`src/rtl/evt_counter_pkg.sv`:
```
// Shared types and the increment helper for the event counter bank.
// The response struct is width-parameterised through a macro so each instance sizes it exactly.
`ifndef EVT_RD_RSP_T
`define EVT_RD_RSP_T(W) struct packed { logic [(W)-1:0] data; logic ovf; logic err; }
`endif

package evt_counter_pkg;

   localparam int unsigned CNT_MAX_W = 32;

   typedef enum logic [0:0] {
      RD_IDLE = 1'b0,
      RD_RESP = 1'b1
   } rd_state_e;

   // Counters up to CNT_MAX_W bits are zero-extended into this helper; callers truncate the result.
   function automatic logic [CNT_MAX_W-1:0] sat_or_wrap_inc(
      input  logic [CNT_MAX_W-1:0] count,
      input  int unsigned          width,
      input  logic                 sat,
      output logic                 ovf_evt
   );
      logic [CNT_MAX_W-1:0] max_v;
      logic [CNT_MAX_W-1:0] nxt_v;
      if (width >= CNT_MAX_W) begin
         max_v = '1;
      end else begin
         max_v = (CNT_MAX_W'(1) << width) - CNT_MAX_W'(1);
      end
      ovf_evt = (count == max_v);
      if (!ovf_evt) begin
         nxt_v = count + CNT_MAX_W'(1);
      end else if (sat) begin
         nxt_v = count;
      end else begin
         nxt_v = '0;
      end
      return nxt_v;
   endfunction

endpackage

```
`src/rtl/evt_counter_ch.sv`:
```
// One event counter channel: clear, read-clear and increment with sticky overflow.
module evt_counter_ch
   import evt_counter_pkg::*;
#(
   parameter int unsigned WIDTH    = 8,
   parameter int unsigned SATURATE = 0,
   parameter int unsigned THRESH   = 42
) (
   input  logic             clk,
   input  logic             rst,
   input  logic             inc,
   input  logic             clr,
   input  logic             rdclr,
   output logic [WIDTH-1:0] count,
   output logic             ovf,
   output logic             thresh_hit
);

   logic [WIDTH-1:0] count_d, count_q;
   logic             ovf_d, ovf_q;
   logic [WIDTH-1:0] count_inc_s;
   logic             ovf_evt_s;

   // Next count/overflow with clear > read-clear > increment priority.
   always_comb begin
      ovf_evt_s   = 1'b0;
      count_inc_s = WIDTH'(sat_or_wrap_inc(CNT_MAX_W'(count_q), WIDTH, (SATURATE != 0), ovf_evt_s));
      count_d     = count_q;
      ovf_d       = ovf_q;
      if (clr) begin
         count_d = '0;
         ovf_d   = 1'b0;
      end else if (rdclr) begin
         count_d = {{(WIDTH-1){1'b0}}, inc};
         ovf_d   = 1'b0;
      end else if (inc) begin
         count_d = count_inc_s;
         ovf_d   = ovf_q | ovf_evt_s;
      end else begin
         count_d = count_q;
         ovf_d   = ovf_q;
      end
   end

   // Channel state registers.
   always_ff @(posedge clk) begin
      if (rst) begin
         count_q <= '0;
         ovf_q   <= 1'b0;
      end else begin
         count_q <= count_d;
         ovf_q   <= ovf_d;
      end
   end

   assign count      = count_q;
   assign ovf        = ovf_q;
   assign thresh_hit = (count_q >= WIDTH'(THRESH));

endmodule

```
`src/rtl/evt_counter_bank.sv`:
```
// Bank of NUM_CH event counters with a single valid/ready snapshot read port.
module evt_counter_bank
   import evt_counter_pkg::*;
#(
   parameter int unsigned NUM_CH   = 4,
   parameter int unsigned WIDTH    = 8,
   parameter int unsigned SATURATE = 0,
   parameter int unsigned THRESH   = 42,
   localparam int unsigned CH_W    = (NUM_CH > 1) ? $clog2(NUM_CH) : 1
) (
   input  logic              clk,
   input  logic              rst,
   input  logic [NUM_CH-1:0] inc_i,
   input  logic [NUM_CH-1:0] clr_i,
   input  logic              rd_req_valid_i,
   output logic              rd_req_ready_o,
   input  logic [CH_W-1:0]   rd_req_ch_i,
   input  logic              rd_req_clr_i,
   output logic              rd_rsp_valid_o,
   input  logic              rd_rsp_ready_i,
   output logic [WIDTH-1:0]  rd_rsp_data_o,
   output logic              rd_rsp_ovf_o,
   output logic              rd_rsp_err_o,
   output logic [NUM_CH-1:0] thresh_hit_o
);

   typedef `EVT_RD_RSP_T(WIDTH) rd_rsp_t;

   rd_state_e        state_d, state_q;
   rd_rsp_t          rsp_d, rsp_q;
   rd_rsp_t          sel_s;
   logic             req_fire_s;
   logic             ch_ok_s;
   logic [WIDTH-1:0] ch_count_s [NUM_CH];
   logic [NUM_CH-1:0] ch_ovf_s;
   logic [NUM_CH-1:0] rdclr_s;

   assign req_fire_s = (state_q == RD_IDLE) & rd_req_valid_i;
   assign ch_ok_s    = ({1'b0, rd_req_ch_i} < (CH_W+1)'(NUM_CH));

   for (genvar c = 0; c < NUM_CH; c++) begin : gen_ch
      assign rdclr_s[c] = req_fire_s & rd_req_clr_i & (rd_req_ch_i == CH_W'(c));

      evt_counter_ch #(
         .WIDTH   (WIDTH),
         .SATURATE(SATURATE),
         .THRESH  (THRESH)
      ) u_ch (
         .clk       (clk),
         .rst       (rst),
         .inc       (inc_i[c]),
         .clr       (clr_i[c]),
         .rdclr     (rdclr_s[c]),
         .count     (ch_count_s[c]),
         .ovf       (ch_ovf_s[c]),
         .thresh_hit(thresh_hit_o[c])
      );
   end

   // One-hot AND-OR channel mux; out-of-range channels leave data/ovf at zero.
   always_comb begin
      sel_s     = '0;
      sel_s.err = ~ch_ok_s;
      for (int c = 0; c < NUM_CH; c++) begin
         sel_s.data = sel_s.data | ({WIDTH{rd_req_ch_i == CH_W'(c)}} & ch_count_s[c]);
         sel_s.ovf  = sel_s.ovf  | ((rd_req_ch_i == CH_W'(c)) & ch_ovf_s[c]);
      end
   end

   // Read FSM next state and response capture.
   always_comb begin
      state_d = state_q;
      rsp_d   = rsp_q;
      case (state_q)
         RD_IDLE: begin
            if (rd_req_valid_i) begin
               state_d = RD_RESP;
               rsp_d   = sel_s;
            end else begin
               state_d = RD_IDLE;
            end
         end
         RD_RESP: begin
            if (rd_rsp_ready_i) begin
               state_d = RD_IDLE;
            end else begin
               state_d = RD_RESP;
            end
         end
         default: state_d = RD_IDLE;
      endcase
   end

   // Read FSM state and response registers.
   always_ff @(posedge clk) begin
      if (rst) begin
         state_q <= RD_IDLE;
         rsp_q   <= '0;
      end else begin
         state_q <= state_d;
         rsp_q   <= rsp_d;
      end
   end

   assign rd_req_ready_o = (state_q == RD_IDLE);
   assign rd_rsp_valid_o = (state_q == RD_RESP);
   assign rd_rsp_data_o  = rsp_q.data;
   assign rd_rsp_ovf_o   = rsp_q.ovf;
   assign rd_rsp_err_o   = rsp_q.err;

endmodule
```
`config.mk`:
```
export PLATFORM = sky130hd
export DESIGN_NAME = evt_counter_bank
export DESIGN_NICKNAME = d
export VERILOG_FILES = /design/src/rtl/evt_counter_pkg.sv /design/src/rtl/evt_counter_ch.sv /design/src/rtl/evt_counter_bank.sv
export SDC_FILE = /design/constraint.sdc
export NUM_CORES = 1
export LEC_CHECK = 0
export CORE_AREA = 2 2 88 90
export CTS_BUF_LIST = sky130_fd_sc_hd__clkbuf_16
export CTS_CLUSTER_SIZE = 8
export DETAILED_ROUTE_END_ITERATION = 7
export DIE_AREA = 0 0 90 92
export PLACE_DENSITY = 0.6
export SYNTH_ARGS = -nofsm -noshare
export SYNTH_HDL_FRONTEND = slang
export SYNTH_SLANG_ARGS = --single-unit
export TNS_END_PERCENT = 1
```
`constraint.sdc`:
```
create_clock -name clk -period 1.82 [get_ports clk]
set_input_delay 0.455 -clock clk [delete_from_list [all_inputs] [get_ports clk]]
set_output_delay 0.455 -clock clk [all_outputs]
set_load 0.03 [all_outputs]
```
==> results of run 1 <==
-- layout make-up --
class | count | area, um^2
Clock buffer | 5 | 125
Clock inverter | 3 | 16.3
Fill cell | 737 | 4060
Inverter | 8 | 30.0
Multi-Input combinational cell | 201 | 1440
Sequential cell | 46 | 926
Tap cell | 102 | 128
Timing Repair Buffer | 84 | 726
-- power groups by stage --
stage | sequential (mW) | combinational [mW] | clock, mW
after global routing | 1.03 | 0.250 | 0.956
after floorplan | 1.06 | 0.105 | 0
after detailed placement | 1.05 | 0.227 | 0
after global placement | 1.05 | 0.226 | 0
after CTS | 1.03 | 0.229 | 0.907
final | 1.03 | 0.230 | 0.893
-- logic make-up after synthesis --
family | synth area share (%)
simple gates | 22.4
buf+inv | 5.31
flops | 37.2
xor+xnor | 4.24
fa+ha+maj | 4.04
other cells | 0.151
compound gates | 17.6
mux | 9.10
-- worst max-delay path, stage by stage, from the launching register on --
cell and delay (ns):
dfxtp_2 0.33, inv_2 0.04, ha_2 0.16, o31a_1 0.24
o21ai_1 0.12, nand2_1 0.08, buf_6 0.14
-- layer usage --
| metal | share of wire [%] | wire [um] |
|---|---|---|
| met3 | 3.2 | 200 |
| met1 | 47 | 2900 |
| met5 | 0 | 0 |
| met2 | 48 | 2980 |
| met4 | 1.9 | 116 |
-- repair_timing --
action / in CTS / in global routing
hold buffers: 0 / 0
pin swaps: 1 / 3
buffers inserted: 0 / 1
gates resized for setup: 38 / 7
endpoints found under the setup margin: 4 / 6
-- through the flow --
step / util (%) / hold WS, ns / setup slack, ns / std cells / power (mW)
2_1_floorplan: - / 0.450 / 0.187 / 272 / 1.16
3_3_place_gp: 43.1 / 0.445 / -0.236 / 440 / 1.27
3_5_place_dp: 43.1 / 0.448 / -0.236 / 440 / 1.27
4_1_cts: 45.2 / 0.457 / -0.0613 / 448 / 2.16
5_1_grt: 45.5 / 0.481 / -0.117 / 449 / 2.23
6_report: 45.5 / 0.452 / -0.0427 / 449 / 2.15
-- registers in the layout, summed over array words and instances (netlist names) --
name               cells
gen_ch.u_ch.ovf        4
gen_ch.u_ch.count     32
rd_rsp_ovf_o           1
rd_rsp_valid_o         1
rd_rsp_data_o          8
-- worst paths after layout --
| check | from | endpoint | slack, ns | cells after the start |
|---|---|---|---|---|
| worst max register to register | gen_ch[0].u_ch.count[1]$_SDFFE_PP0P_ | gen_ch[0].u_ch.ovf$_SDFFE_PP0P_ | 0.26 | 5 |
| worst max-delay path | gen_ch[1].u_ch.count[0]$_SDFFE_PP0P_ | thresh_hit_o[1] | -0.04 | 6 |
| worst min-delay path | rd_rsp_data_o[5]$_SDFFE_PP0N_ | rd_rsp_data_o[5]$_SDFFE_PP0N_ | 0.45 | 2 |
| worst min register to register | rd_rsp_data_o[5]$_SDFFE_PP0N_ | rd_rsp_data_o[5]$_SDFFE_PP0N_ | 0.45 | 2 |
-- layout by cell type (no fill, tap or decap), drive strengths merged, types with 10 or more instances in the layout --
cell           instances
nor2                  22
nand2                 32
clkdlybuf4s50         23
or3                   10
o21ai                 20
nand3                 12
xor2                  12
dfxtp                 46
buf                   59
a211oi                12
nand4                 14
a21oi                 14
==> metrics.md, run 1 <==
| Metric | Value |
|---|---|
| Setup CP Type | flip-flop to output port |
| Register area share after synthesis | 37.2% |
| Initial antenna violation count | 0 |
| Max VDD drop | 0.000335 V |
| Placer congestion estimate | 0.813 |
| Clock skew | 0.00348 ns |
| YS warnings | 0 |
| Worst-skew pair later-pin latency | 0.29 ns |
| Failing checks | negative setup slack |
| Most frequent cell after synthesis | dfxtp_1 |
| CTS Buf Count | 5 |
| Crit-path max FO | 2 |
| Met1 usage | 19.8% |
| Int Pwr | 1.64 mW |
| Period utilisation layout | 102% |
| CTS clk-pin slew, worst paths | 0.06 ns |
| Post-synth EDFFs | 0 |
| Vias | 2278 |
| Boundary pin count | 31 |
| Die Wd | 90 um |
| Psw | 0.512 mW |
| GR Overflow Total | 0 |
| Post-Syn Area | 2480 um^2 |
| Clk pwr share | 41.5% |
| CTS max path bufs | 2 |
| Area grow syn2layout | 37.0% |
| Crit. End Element | output port |
| Core Area | 7450 um^2 |
| Fin. Hold Viols | 0 |
| Number of max-cap violations | 0 |
| Setup violators final | 4 |
| Leakage | 1.29 nW |
| Clock sinks | 46 |
| Top cell type's share of synthesized area | 37.2% |
| Initial Utilization | 33.2% |
| IO Port Bufs | 29 |
| Synth area leader | dfxtp_1 |
| Maximum achievable frequency | 537 MHz |
| H-Tree Level Count | 2 |
| Yosys reg bits | 46 |
| First-pass GRT wire length | 10300 um |
| Pin count of the biggest net entering global routing | 15 |
| Final ANT Viol Nets | 0 |
| All-Layer GR Usage | 15.5% |
| Die height | 92 um |
| Max Slew Vio Count | 0 |
| GRT Max-Usage Layer | met2 |
| Placed Instance Area | 3210 um^2 |
| Worst EP required | 1.36 ns |
| Startpoint types | flip-flop |
| Sw Share | 23.8% |
| Rows | 32 |
| CTS tree | yes |
| Top cells by count, synth | 46 x dfxtp_1, 32 x nand2_1, 22 x nor2_1, 16 x o21ai_0, 14 x a21oi_1 |
| HP Class | flip-flop to flip-flop |
| Slack of the critical path | -0.0427 ns |
| Post-synth top flop | dfxtp_1 |
| Combinational share of power | 10.7% |
| Final min period | 1.86 ns |
| Main area contributors after synthesis | dfxtp_1 37%, mux4_1 6.4%, nand2_1 4.9%, xor2_1 4.2%, ha_1 4.0% |
| Final Cell Area | 3390 um^2 |
| Synthesized instance count | 272 |
| Vias per std cell | 5.07 |
| Syn nets | 295 |
| Async S/R FF share, synth | 0% |
| Mean routed wirelength per cell | 13.8 um |
| PwrDens | 634 nW/um^2 |
| Layout cells sized above 1 | 25.6% |
| WL final | 6190 um |
| Antenna cells | 0 |
| Sequential share of power | 47.7% |
| Unrepaired setup endpoints after global routing | true |
| Root buf cell | clkbuf_16 |
| Die Footprint | 8280 um^2 |
| WP data arrival | 1.41 ns |
| Vias in the first global route | 2142 |
| DRC Markers | 0 |
| Status | finished, violations left |
| Pre-antenna DRT Iters | 4 |
| Nets@finish | 369 |
| Drt first-iter violations | 104 |
| Setup TNS Final | -0.134 ns |
| DP Wirelength | 4900 um |
| Met2 usage | 26.3% |
| Met3 usage | 2.71% |
| Synth cell types | 35 |
| Mean area per synthesized cell | 9.10 um^2 |
(Power assumes the default switching activity.)
==> run 2, diff against run 1 <==
--- a/config.mk
+++ b/config.mk
@@ -5,12 +5,12 @@
 export SDC_FILE = /design/constraint.sdc
 export NUM_CORES = 1
 export LEC_CHECK = 0
-export CORE_AREA = 2 2 88 90
+export CORE_AREA = 2 2 78 80
 export CTS_BUF_LIST = sky130_fd_sc_hd__clkbuf_16
 export CTS_CLUSTER_SIZE = 8
 export DETAILED_ROUTE_END_ITERATION = 7
-export DIE_AREA = 0 0 90 92
-export PLACE_DENSITY = 0.6
+export DIE_AREA = 0 0 80 82
+export PLACE_DENSITY_LB_ADDON = 0.05
 export SYNTH_ARGS = -nofsm -noshare
 export SYNTH_HDL_FRONTEND = slang
 export SYNTH_SLANG_ARGS = --single-unit
==> run 2 against run 1 <==
The flow still finishes with violations (negative setup slack). Count of clock-buffer cells in the layout unchanged. Wire length increased by 3.8%. Fmax decreased by 0.81%. Global-route usage increased by 5.7 points. Cell count decreased by 5.8%. Combinational power decreased by 4%. Worst hold slack about the same. Cell area decreased by 0.63%. Utilization increased by 13 points. Sequential power about the same. Sequential share of layout area increased by 0.17 points. Highest routed layer unchanged.
==> metrics.md, run 2 (same netlist as run 1, synthesis figures left out) <==
| Metric | Value |
|---|---|
| Status | finished, violations left |
| Failing checks | negative setup slack |
| WP data arrival | 1.42 ns |
| R2R depth | 5 |
| Initial Utilization | 43.1% |
| Largest register FFs | 32 |
| CTS Buf Count | 5 |
| Max VDD drop | 0.000460 V |
| Clock skew | 0.00522 ns |
| Leakage | 1.30 nW |
| Slack of the critical path | -0.0579 ns |
| Boundary pin count | 31 |
| Fin. Hold Viols | 0 |
| DRC Markers | 0 |
| Die Footprint | 6560 um^2 |
| Crit-path max FO | 2 |
| Uppermost routed layer | met4 |
| Maximum achievable frequency | 533 MHz |
| GR Overflow Total | 0 |
| Antenna cells | 0 |
| CTS max path bufs | 2 |
| Period utilisation layout | 103% |
| HP Class | flip-flop to flip-flop |
| H-Tree Level Count | 2 |
| Nets@finish | 370 |
| Final min period | 1.88 ns |
| Crit. End Element | output port |
| Routed metal-1 wire length | 3270 um |
| Placer congestion estimate | 0.780 |
| Pin count of the biggest net entering global routing | 16 |
| Clock sinks | 46 |
| Max Slew Vio Count | 0 |
| Area taken by multi-input logic gates | 1430 um^2 |
| Worst-skew pair later-pin latency | 0.29 ns |
| Routed length on met2 | 2830 um |
| Overall power | 2.30 mW |
| Wire length on met3 | 219 um |
| Commonest non-fill, non-tap cells in the layout | 55 x buf_4, 42 x dfxtp_1, 32 x nand2_1 |
| Layout cells sized above 1 | 25.0% |
| Number of max-cap violations | 0 |
| IO Port Bufs | 29 |
| Die Wd | 80 um |
| Unrepaired setup endpoints after global routing | true |
| All-Layer GR Usage | 21.2% |
| Initial antenna violation count | 0 |
| Setup bufs post-CTS | 0 |
| CTS clk-pin slew, worst paths | 0.06 ns |
| FF/Latch Area | 926 um^2 |
| Final ANT Viol Nets | 0 |
| Die height | 82 um |
| Most common cell after layout, fill and taps aside | buf_4 |
| Rows | 28 |
| Vias in the first global route | 2105 |
| PwrDens | 681 nW/um^2 |
| Placed insts | 415 |
| WL final | 6430 um |
| Hold Path Stages | 2 |
| Pre-antenna DRT Iters | 4 |
| Mean routed wirelength per cell | 15.2 um |
| Vias per std cell | 5.39 |
| Worst hold slack | 0.453 ns |
| Worst EP required | 1.36 ns |
| Setup CP Type | flip-flop to output port |
| Drt first-iter violations | 103 |
| Setup violators final | 4 |
| Core Area | 5750 um^2 |
| Area grow syn2layout | 36.1% |
| Startpoint types | flip-flop |
| First-pass GRT wire length | 10500 um |
| Root buf cell | clkbuf_16 |
| DP Wirelength | 5020 um |
| Vias | 2280 |
| CTS tree | yes |
| Post-Layout Cell Count | 423 |
| Fill count | 555 |
| Pre-CTS setup slack | -0.256 ns |
| Setup TNS Final | -0.212 ns |
-- run 2: changes by cell type in the layout (fill, tap and decap cells not counted), sizes merged --
cell and change:
dlygate4sd2 +2, buf +1, bufinv +1, clkinv -1, dlymetal6s2s -2, clkinvlp -1
inv +1
-- run 2: cell type report --
type / instances / area share (%)
repair buffers: 85 / 21.5
clock inverters: 3 / 1.30
flip-flops and latches: 46 / 27.5
clock buffers: 5 / 3.71
inverters: 8 / 0.891
multi-input cells: 201 / 42.3
well taps: 75 / 2.78
-- run 2: worst paths after layout --
| path | from | end | slack (ns) |
|---|---|---|---|
| worst max-delay path | gen_ch[3].u_ch.count[0]$_SDFFE_PP0P_ | thresh_hit_o[3] | -0.06 |
| worst min-delay path | rd_rsp_data_o[4]$_SDFFE_PP0N_ | rd_rsp_data_o[4]$_SDFFE_PP0N_ | 0.45 |
| worst max register to register | gen_ch[1].u_ch.count[1]$_SDFFE_PP0P_ | gen_ch[1].u_ch.count[6]$_SDFFE_PP0P_ | 0.30 |
| worst min register to register | rd_rsp_data_o[4]$_SDFFE_PP0N_ | rd_rsp_data_o[4]$_SDFFE_PP0N_ | 0.45 |
-- run 2: where the power goes --
group	total [mW]	internal, mW	switching [mW]
sequential	1.03	1.02	0.00859
combinational	0.220	0.109	0.111
clock	1.05	0.650	0.400
-- run 2: through the flow --
step / cell area [um^2] / utilization [%]
floorplan: 2480 / -
global placement: 3190 / 55.6
detailed placement: 3190 / 55.6
CTS: 3370 / 58.6
global route: 3370 / 58.7
finish: 3370 / 58.7
-- run 2: per-layer routing --
| layer | vias to the layer above | GRT usage [%] |
|---|---|---|
| met1 | 1082 | 28.4 |
| met3 | 7 | 3.85 |
| met2 | 37 | 34.0 |
| met4 | 0 | 7.97 |
| li1 | 1154 | - |
| met5 | - | 0 |
-- run 2: what timing repair did --
action,CTS,global route
gates resized for setup,38,2
endpoints found under the setup margin,6,4
hold buffers,0,0
-- run 2: critical path, stage by stage, from the launching register on --
cell     delay (ns)
dfxtp_2        0.32
inv_1          0.05
ha_1           0.19
o31a_1         0.24
o21ai_1        0.12
nand2_1        0.07
buf_6          0.14
==> run 3, diff against run 2 <==
--- a/config.mk
+++ b/config.mk
@@ -5,12 +5,13 @@
 export SDC_FILE = /design/constraint.sdc
 export NUM_CORES = 1
 export LEC_CHECK = 0
-export CORE_AREA = 2 2 78 80
+export CORE_AREA = 2 2 103 105
 export CTS_BUF_LIST = sky130_fd_sc_hd__clkbuf_16
 export CTS_CLUSTER_SIZE = 8
 export DETAILED_ROUTE_END_ITERATION = 7
-export DIE_AREA = 0 0 80 82
+export DIE_AREA = 0 0 105 107
 export PLACE_DENSITY_LB_ADDON = 0.05
+export REMOVE_ABC_BUFFERS = 1
 export SYNTH_ARGS = -nofsm -noshare
 export SYNTH_HDL_FRONTEND = slang
 export SYNTH_SLANG_ARGS = --single-unit
==> run 3 against run 2 <==
The run still ends with negative setup slack left. Critical endpoint unchanged. Sequential share of layout area shrank 0.79 points. Largest power group is now registers. Global-route usage fell by 7.3 points. Count of clock-buffer cells in the layout unchanged. Clock skew down 0.0011 ns. Critical path type unchanged.
==> metrics.md, run 3 (same netlist as run 1, synthesis figures left out) <==
| Metric | Value |
|---|---|
| Largest register FFs | 32 |
| Pre-antenna DRT Iters | 4 |
| Status | finished, violations left |
| DRC Markers | 0 |
| Nets@finish | 379 |
| Unrepaired setup endpoints after global routing | true |
| Final min period | 1.89 ns |
| Slack of the critical path | -0.0676 ns |
| Mean routed wirelength per cell | 14.8 um |
| WL final | 7290 um |
| Vias in the first global route | 2293 |
| Drt first-iter violations | 57 |
| Clock sinks | 46 |
| Pin count of the biggest net entering global routing | 14 |
| CTS tree | yes |
| Area grow syn2layout | 40.2% |
| Hold Path Stages | 2 |
| Setup CP Type | flip-flop to output port |
| Placed Instance Area | 3320 um^2 |
| Clk pwr share | 41.7% |
| CTS Hold Bufs | 0 |
| Most common cell after layout, fill and taps aside | buf_4 |
| Fin. Hold Viols | 0 |
| Die Wd | 105 um |
| Max VDD drop | 0.000306 V |
| Antenna cells | 0 |
| Psw | 0.514 mW |
| Int Pwr | 1.62 mW |
| Crit-path max FO | 2 |
| CTS clk-pin slew, worst paths | 0.07 ns |
| Core Area | 10100 um^2 |
| Pre-CTS setup slack | -0.257 ns |
| Vias per std cell | 4.60 |
| First-pass GRT wire length | 12000 um |
| Leakage | 1.34 nW |
| GR Overflow Total | 0 |
| IO Port Bufs | 29 |
| Boundary pin count | 31 |
| Worst path max stage delay | 0.33 ns |
| Crit. End Element | output port |
| Setup TNS Final | -0.211 ns |
| WP data arrival | 1.43 ns |
| Sw Share | 24.0% |
| Initial antenna violation count | 0 |
| All-Layer GR Usage | 13.9% |
| Sequential share of power | 48.0% |
| Worst-skew pair later-pin latency | 0.28 ns |
| Startpoint types | flip-flop |
| Final ANT Viol Nets | 0 |
| Clock skew | 0.00415 ns |
| Area taken by multi-input logic gates | 1420 um^2 |
| Commonest non-fill, non-tap cells in the layout | 65 x buf_4, 42 x dfxtp_1, 32 x nand2_1 |
| Number of max-cap violations | 0 |
| DP Wirelength | 5920 um |
| Die Footprint | 11200 um^2 |
| Placer congestion estimate | 0.747 |
| Root buf cell | clkbuf_16 |
| CTS Buf Count | 5 |
| Rows | 37 |
| Period utilisation layout | 104% |
| Final Cell Area | 3470 um^2 |
| Combinational share of power | 10.3% |
| Failing checks | negative setup slack |
| Worst EP required | 1.36 ns |
| CTS max path bufs | 2 |
| Reg2reg setup slack | 0.25 ns |
| CP max-delay cell | dfxtp_2 |
| Vias | 2267 |
| H-Tree Level Count | 2 |
| Initial Utilization | 24.5% |
| PwrDens | 616 nW/um^2 |
| Die height | 107 um |
| HP Class | flip-flop to flip-flop |
| FF/Latch Area | 926 um^2 |
| CP cell instances | inv_1 -> ha_1 -> o31a_1 -> o21ai_1 -> nand2_1 -> buf_6 |
| Layout cells sized above 1 | 26.3% |
| Maximum achievable frequency | 530 MHz |
| R2R depth | 6 |
| Fill count | 1097 |
| Setup bufs post-CTS | 0 |
| Setup violators final | 4 |
| Max Slew Vio Count | 0 |
## run 3: layout make-up
cell class | count | area share, %
Multi-Input combinational cell | 201 | 41.0
Sequential cell | 46 | 26.7
Timing Repair Buffer | 94 | 22.6
Tap cell | 136 | 4.90
Clock buffer | 5 | 3.60
Inverter | 8 | 0.865
Clock inverter | 3 | 0.360
## run 3: power groups by stage
stage,combinational [mW],clock (mW),sequential (mW)
2_1_floorplan,0.0733,0,1.06
3_3_place_gp,0.227,0,1.05
3_5_place_dp,0.225,0,1.05
4_1_cts,0.224,0.926,1.03
5_1_grt,0.242,0.953,1.03
6_report,0.220,0.891,1.03
## run 3: worst paths after layout
kind                                   startpoint                         endpoint
max reg2reg  gen_ch[0].u_ch.count[1]$_SDFFE_PP0P_  gen_ch[0].u_ch.ovf$_SDFFE_PP0P_
min                 rd_rsp_data_o[5]$_SDFFE_PP0N_    rd_rsp_data_o[5]$_SDFFE_PP0N_
max          gen_ch[3].u_ch.count[0]$_SDFFE_PP0P_                  thresh_hit_o[3]
min reg2reg         rd_rsp_data_o[5]$_SDFFE_PP0N_    rd_rsp_data_o[5]$_SDFFE_PP0N_
## run 3: critical path, delay by kind of cell, from the launching register on
kind	cells	cell delay, ns
and+or+nand+nor	1	0.07
AOI/OAI and AO/OA	2	0.38
DFF	1	0.33
buffers and inverters	2	0.19
adders and majority gates	1	0.19
## run 3: routing by layer
metal  global-route usage, %  wire length (um)  up-vias
met5                       0                 0        -
met4                    3.62                63        0
met3                    2.31               166        6
met2                    22.8              3350       35
met1                    18.8              3720     1053
li1                        -                 -     1173
## run 3: metrics by stage
stage	hold slack (ns)	utilization [%]	cells	total power [mW]
2_1_floorplan	0.450	-	255	1.13
3_3_place_gp	0.447	32.9	485	1.28
3_5_place_dp	0.448	32.9	485	1.27
4_1_cts	0.458	34.3	493	2.18
5_1_grt	0.490	34.4	493	2.22
6_report	0.454	34.4	493	2.14
## run 3: repair_timing
item	4_1_cts	5_1_grt
endpoints found under the setup margin	6	6
pin swaps	0	1
resized for setup	36	5
endpoints found under the hold margin	0	0
